## src/rtl/uart_tx_queue.sv

```systemverilog
// rtl/uart_tx_queue.sv - byte FIFO between the timelock controller and the UART transmitter
//
// Buffers single-cycle byte pulses from the controller and hands them to the
// UART transmitter one at a time, using its tx_ready / new-byte handshake.
//
// Ports:
//   clk          comm_clk domain clock, rising edge
//   rst          synchronous active-high reset
//   in_new_byte  one-cycle pulse, in_byte valid
//   in_byte      byte to enqueue
//   in_ready     FIFO not full
//   tx_ready     transmitter idle and able to take a byte
//   tx_new_byte  one-cycle pulse to the transmitter
//   tx_byte      byte to the transmitter, held until the next pulse
//   count        bytes stored, 0..2**DEPTH_LOG2
//   empty        count == 0
//   overflow     sticky, a byte was dropped on a full FIFO
module uart_tx_queue #(
  parameter int DEPTH_LOG2 = 4
) (
  input  logic                  clk,
  input  logic                  rst,
  input  logic                  in_new_byte,
  input  logic [7:0]            in_byte,
  output logic                  in_ready,
  input  logic                  tx_ready,
  output logic                  tx_new_byte,
  output logic [7:0]            tx_byte,
  output logic [DEPTH_LOG2:0]   count,
  output logic                  empty,
  output logic                  overflow
);

  localparam int DEPTH = 1 << DEPTH_LOG2;
  localparam logic [DEPTH_LOG2:0] FULL_COUNT = (DEPTH_LOG2 + 1)'(DEPTH);

  typedef enum logic [1:0] {
    IDLE,
    ISSUE,
    ACKWAIT
  } state_t;

  state_t                state;
  state_t                state_next;
  logic [7:0]            mem [DEPTH];
  logic [DEPTH_LOG2-1:0] wr_ptr;
  logic [DEPTH_LOG2-1:0] rd_ptr;
  logic                  full;
  logic                  do_deq;
  logic                  do_enq;

  assign full     = (count == FULL_COUNT);
  assign empty    = (count == '0);
  assign in_ready = !full;

  // A byte arriving on a full FIFO is still accepted when a slot frees up
  // in the same cycle.
  assign do_enq = in_new_byte && (!full || do_deq);

  // Drain FSM. Dequeue decisions use the pre-edge count, so a byte written
  // into an empty FIFO is only issued on the following edge.
  always_comb begin
    state_next = state;
    do_deq     = 1'b0;
    case (state)
      IDLE: begin
        if (!empty && tx_ready) begin
          do_deq     = 1'b1;
          state_next = ISSUE;
        end
      end
      ISSUE: begin
        state_next = ACKWAIT;
      end
      ACKWAIT: begin
        // tx_ready still high means the transmitter has not latched the byte.
        if (!tx_ready) begin
          state_next = IDLE;
        end
      end
      default: begin
        state_next = IDLE;
      end
    endcase
  end

  always_ff @(posedge clk) begin
    if (rst) begin
      state       <= IDLE;
      wr_ptr      <= '0;
      rd_ptr      <= '0;
      count       <= '0;
      tx_new_byte <= 1'b0;
      tx_byte     <= 8'h00;
      overflow    <= 1'b0;
    end else begin
      state       <= state_next;
      tx_new_byte <= do_deq;
      if (do_deq) begin
        tx_byte <= mem[rd_ptr];
        rd_ptr  <= rd_ptr + 1'b1;
      end
      if (do_enq) begin
        wr_ptr <= wr_ptr + 1'b1;
      end
      if (in_new_byte && !do_enq) begin
        overflow <= 1'b1;
      end
      case ({do_enq, do_deq})
        2'b10:   count <= count + 1'b1;
        2'b01:   count <= count - 1'b1;
        default: count <= count;
      endcase
    end
  end

  // Storage carries no reset; the pointers and count define its contents.
  always_ff @(posedge clk) begin
    if (do_enq) begin
      mem[wr_ptr] <= in_byte;
    end
  end

endmodule

```

## config.mk

```make
export PLATFORM = sky130hd
export DESIGN_NAME = uart_tx_queue
export DESIGN_NICKNAME = d
export VERILOG_FILES = /design/src/rtl/uart_tx_queue.sv
export SDC_FILE = /design/constraint.sdc
export NUM_CORES = 1
export LEC_CHECK = 0
export BUFFER_PORTS_ARGS = -buffer_cell sky130_fd_sc_hd__buf_2
export CORE_ASPECT_RATIO = 2
export CORE_MARGIN = 1.5
export CORE_UTILIZATION = 30
export CTS_CLUSTER_SIZE = 24
export DETAILED_ROUTE_END_ITERATION = 10
export PLACE_DENSITY = 0.5
export SYNTH_ARGS = -nofsm -noshare
export SYNTH_HDL_FRONTEND = slang
export SYNTH_SLANG_ARGS = --single-unit
```

## constraint.sdc

```tcl
create_clock -name clk -period 3.57 [get_ports clk]
set_input_delay 0.357 -clock clk [delete_from_list [all_inputs] [get_ports clk]]
set_output_delay 0.357 -clock clk [all_outputs]
set_load 0.005 [all_outputs]
```

* After elaboration in Yosys (flattened, before gate mapping) *
Memory sizes are Yosys's and may differ from the RTL's. A register that Yosys moved wholly into a read port is not among the register bits.
Index checks and enable logic that the tools add are counted.

storage, ports and cells
  register bits = 17
  bits in writable memories = 128
  bits of input ports = 12
  output and inout bits = 17
  word-level logic and storage cells = 37
  memories kept = 1

operators by class
  add/subtract/negate cells = 4
  equality and inequality tests = 7
  multiplexer cells = 8
  reductions and logical operators = 11

memory list
  name  words  width  read ports  clocked after Yosys merged registers in  wr ports  RTL line  source
  mem   16     8      1           1                                        1         45        logic [7:0] mem [DEPTH];

operator list
  kind                 count
  $pmux 5 s2           1
  $add 4x1->4 const B  2
  $pmux 2 s3           1
  $add 5x1->5 const B  1
  $eq 5x5->1 const B   1
  $logic_not 5->1      1
  $sub 5x1->5 const B  1
  $eq 2x1->1 const B   2
  $eq 2x2->1 const B   2
  $mux 1               4
  $mux 2               2
  $ne 2x2->1 const B   2
  $logic_and 1x1->1    3
  $logic_not 1->1      3
  $logic_not 2->1      1
  $reduce_and 2->1     1
  $reduce_bool 2->1    1
  $logic_or 1x1->1     1

* Depth between registers and ports, before layout *
  depth after elaboration = 9
  depth in mapped cells = 8

* Worst setup path before layout *
Ideal clock, no wire load.

  kind = input to register
  from = input port tx_ready
  to = register count[3]
  arrival time = 2.291 ns
  required time = 3.498 ns
  slack = 1.208 ns
  cell stages on the path = 8
  path buffers = 1
  cell sequence = or3b_1 -> buf_2 -> a211oi_2 -> ha_1 -> a21o_1 -> and3_1 -> a2111o_1 -> mux2i_1

between the ends
  cells in the longest elaborated chain, start to end = 7
  elaborated cells between the ends (all ways) = 9

ends and longest elaborated chain
  what                                             RTL line  source
  from (decl)                                      26        input logic tx_ready,
  $logic_and 1x1->1 (*)                            67        if (!empty && tx_ready) begin
  $mux 1 (*)                                       67
  $mux 1 (*)                                       65        case (state)
  $logic_or 1x1->1                                 58        assign do_enq = in_new_byte && (!full || do_deq);
  $logic_and 1x1->1                                58
  $eq 2x1->1 or $eq 2x2->1 (tied branches)         109       case ({do_enq, do_deq})
  $pmux 5 s2 or $reduce_bool 2->1 (tied branches)  -
  to (signal assigned)                             110       2'b10: count <= count + 1'b1;
  to (signal assigned)                             111       2'b01: count <= count - 1'b1;
  to (signal assigned)                             112       default: count <= count;
  to (decl)                                        29        output logic [DEPTH_LOG2:0] count,

Every way passes the cells marked *; elsewhere a longest branch is shown, timed or not.
A chain may end at the register's enable or synchronous reset.

* Worst setup path after layout *
  from = register state[1]
  to = register count[3]

between the ends
  cells in the longest elaborated chain, start to end = 6
  elaborated cells between the ends (all ways) = 8

ends and longest elaborated chain
  what                                             RTL line  source
  from (decl)                                      43        state_t state;
  from (signal assigned)                           97        state <= state_next;
  $logic_not 2->1 (*)                              65
  $mux 1 (*)                                       65
  $logic_or 1x1->1                                 58
  $logic_and 1x1->1                                58
  $eq 2x1->1 or $eq 2x2->1 (tied branches)         109
  $pmux 5 s2 or $reduce_bool 2->1 (tied branches)  -

Marks and branches as above.

==> flow_summary.ini <==
[critical_path]
end_kind = flop
crit_start = state[1]
reg2reg_depth = 7
worst_ep_arrival_time_ps = 2920
r2r_end = count[3]
startpoint_type = flop
cp_slowest_cell = or3b_1
crit_fanout = 10
path_buf_inv = 0
r2r_start = state[1]
worst_path_largest_cell_delay_ps = 560
reg2reg_setup_slack_ps = 1000
critPathRequiredTime_ps = 3920
critPathTopFamily = compound AO/OA/AOI/OAI gates
path_cells = or3b_1 > a211oi_2 > ha_1 > a21o_1 > and3_1 > a2111o_1 > mux2i_1
worst-setup-path-type = flop to flop

[placed_design]
gp_congestion = 0.7860
placed_area_um2 = 6654
dpl.hpwl_um = 10050
io_buffer_count = 28

[sta]
slew_viol_final = 0
slew_headroom_pct = 31.23
setup_viol = 0
clock.fmax_mhz = 389.4
hold_viol = 0
tightest_slew_ps = 1032
finalSetupTns_ps = 0
fin_skew_ps = 7.325
period_needed_ps = 2568
post-route-period-util_pct = 71.93
holdWs_ps = 231.8
rsz0062_at_grt = false

[cells_and_area]
syn_to_final_growth_pct = 16.69
final_cell_area_um2 = 7269
nets = 458
antenna_cells = 0
fill_cells = 1972
drive_gt1_share_pct = 16.44

[synth]
synth_cell_types = 45
synth_top_area_share_pct = 61.70
ys_warn_count = 0
synth_top_cell_by_area = edfxtp_1
ys_seq_elements = 153
ys_async_sr_fraction_pct = 0
synth_seq_area_share_pct = 69.73
synthCells = 407
ys.flop_type = edfxtp_1
syn_nets = 428
synth_area_um2 = 6230
syn_area_per_cell_um2 = 15.31
yosys-top-cells-area = edfxtp_1, mux2i_1, dfxtp_1
synth_edf_count = 128

[grt]
grt_pass1_wl_um = 21060
grt_max_degree = 44
track_usage_pct = 13.61
grt_pass1_vias = 3607
grt_antenna_before_repair = 0
grt_overflow = 0

[worst_hold_path]
hold_path_depth = 3
whs_endpoint = state[1]
hp-start = tx_ready
hold_class = input port to flop

[die]
die_area_um2 = 21690
num_rows = 74
chipHeight_um = 206.8
core-area_um2 = 20370
io_pins = 29
die_w_um = 104.9
start_util_pct = 30.58

[drt]
first_iter_violations = 136
first_pass_iters = 4
drcViolationCount = 0
antenna_left = 0
num_vias = 3427
wl_per_cell_um = 19.47
detail_route.vias_per_cell = 4.786
drt-total-wl_um = 13940

[pwr]
total_power_mw = 4.703
p_leak_nw = 2.294
p_clk_share_pct = 38.1
seqPwrFrac_pct = 45.9
peakVddDrop_mv = 0.4520
powerDensity_nw_per_um2 = 646.9
intPower_mw = 3.494
p_sw_mw = 1.209
p_sw_share_pct = 25.71
comb_power_share_pct = 16.0

[clock_tree]
cts-resized-gates = 0
tritoncts = yes
cts.reportedPaths.clkPinSlew_ps = 60
cts_sinks = 153
root_buffer = clkbuf_16
htreeDepth = 4
insertion_delay_ps = 420
ctsHoldBuffers = 0
cts_setup_buffers = 0
clk_path_buf_depth = 2
cts_inserted_buffers = 17

[flow_run]
cap_violations = 0

[status]
outcome = finished, final reports clean
[cell usage in the layout (no fill, tap or decap), types with 2 or more instances in the layout]
cell / netlist / layout
nor3_1: 6 / 6
mux2_1: 2 / 2
edfxtp_1: 128 / 128
ha_1: 8 / 8
mux2i_1: 68 / 68
a21oi_1: 2 / 2
clkinv_2: 0 / 3
inv_1: 4 / 4
nand2_1: 8 / 8
nor4_1: 8 / 8
nand3_1: 5 / 5
clkbuf_8: 0 / 4
buf_4: 1 / 7
a21o_1: 2 / 2
a211oi_1: 9 / 9
clkbuf_16: 0 / 21
buf_2: 9 / 28
xnor2_1: 5 / 5
clkbuf_1: 10 / 3
o22ai_1: 32 / 32
dfxtp_1: 25 / 24
or3b_1: 3 / 3
nand2b_1: 6 / 6
nand3b_1: 4 / 4
nor2_1: 32 / 32
nor2b_1: 2 / 2
xor2_1: 2 / 2
o211ai_1: 2 / 2
a211oi_2: 2 / 2
[final cells by class]
cell class	instances	area, um2	area share (%)
Clock buffer	28	591.8	8.141
Clock inverter	4	23.77	0.3270
Inverter	4	15.01	0.2065
Multi-Input combinational cell	226	1765	24.29
Sequential cell	153	4348	59.81
Tap cell	266	332.8	4.578
Timing Repair Buffer	35	192.7	2.651
[per-stage QoR]
stage	setup WS, ps	cells	util [%]
after floorplan	1208	407	-
after global placement	980.4	684	32.67
after detailed placement	868.8	684	32.67
after CTS	992.7	716	35.69
after global routing	853.5	716	35.69
final	1002	716	35.69
[power by group through the flow]
stage	clock network [mW]	registers, mW	logic (mW)
final	1.79	2.16	0.754
after floorplan	0	2.17	0.518
after detailed placement	0	2.20	0.764
after CTS	1.82	2.16	0.768
after global placement	0	2.19	0.755
after global routing	1.90	2.18	0.833
[layer usage]
| layer | track usage [%] | part of all wire, % |
|---|---|---|
| met5 | 0 | 0 |
| met4 | 9.638 | 5.8 |
| met3 | 3.014 | 2.5 |
| met2 | 26.12 | 56 |
| met1 | 12.43 | 36 |
[worst max path at each step]
stage,endpoint,cells after the start
2_1_floorplan,count[3],8
3_3_place_gp,count[3],8
3_5_place_dp,count[3],8
4_1_cts,count[3],7
5_1_grt,count[4],7
6_report,count[3],7
[synthesized netlist by cell type (2+ instances only)]
cell,count
or3b_1,3
buf_1,4
o22ai_1,32
mux2_1,2
dfxtp_1,25
a211oi_2,2
nor2_1,32
a21o_1,2
nand2b_1,6
nor2b_1,2
ha_1,8
a21oi_1,2
xnor2_1,5
nand3b_1,4
o211ai_1,2
nor4_1,8
buf_2,9
nand2_1,8
mux2i_1,68
nand3_1,5
edfxtp_1,128
xor2_1,2
nor3_1,6
inv_1,4
clkbuf_1,10
a211oi_1,9
[cell families (layout without fill, tap and decap cells)]
family | after synthesis | after routing | synth area share (%)
DFF | 153 | 153 | 69.73
and+or+nand+nor | 83 | 83 | 7.130
buffers and inverters | 28 | 71 | 1.928
AOI/OAI and AO/OA | 57 | 57 | 7.009
muxes | 70 | 70 | 11.29
adders and majority gates | 9 | 9 | 1.928
xor gates and xnor gates | 7 | 7 | 0.9842
[sequential cells by signal, summed over array words and instances (netlist names)]
name	count
count	5
wr_ptr	4
overflow	1
state	2
rd_ptr	4
tx_byte	8
tx_new_byte	1
mem	128
[worst register-to-register path, cell delays in order (launching register included)]
cell and delay (ps):
dfxtp_1 330, or3b_1 560, a211oi_2 520, ha_1 320
a21o_1 190, and3_1 170, a2111o_1 280, mux2i_1 120
(Power assumes the default switching activity.)
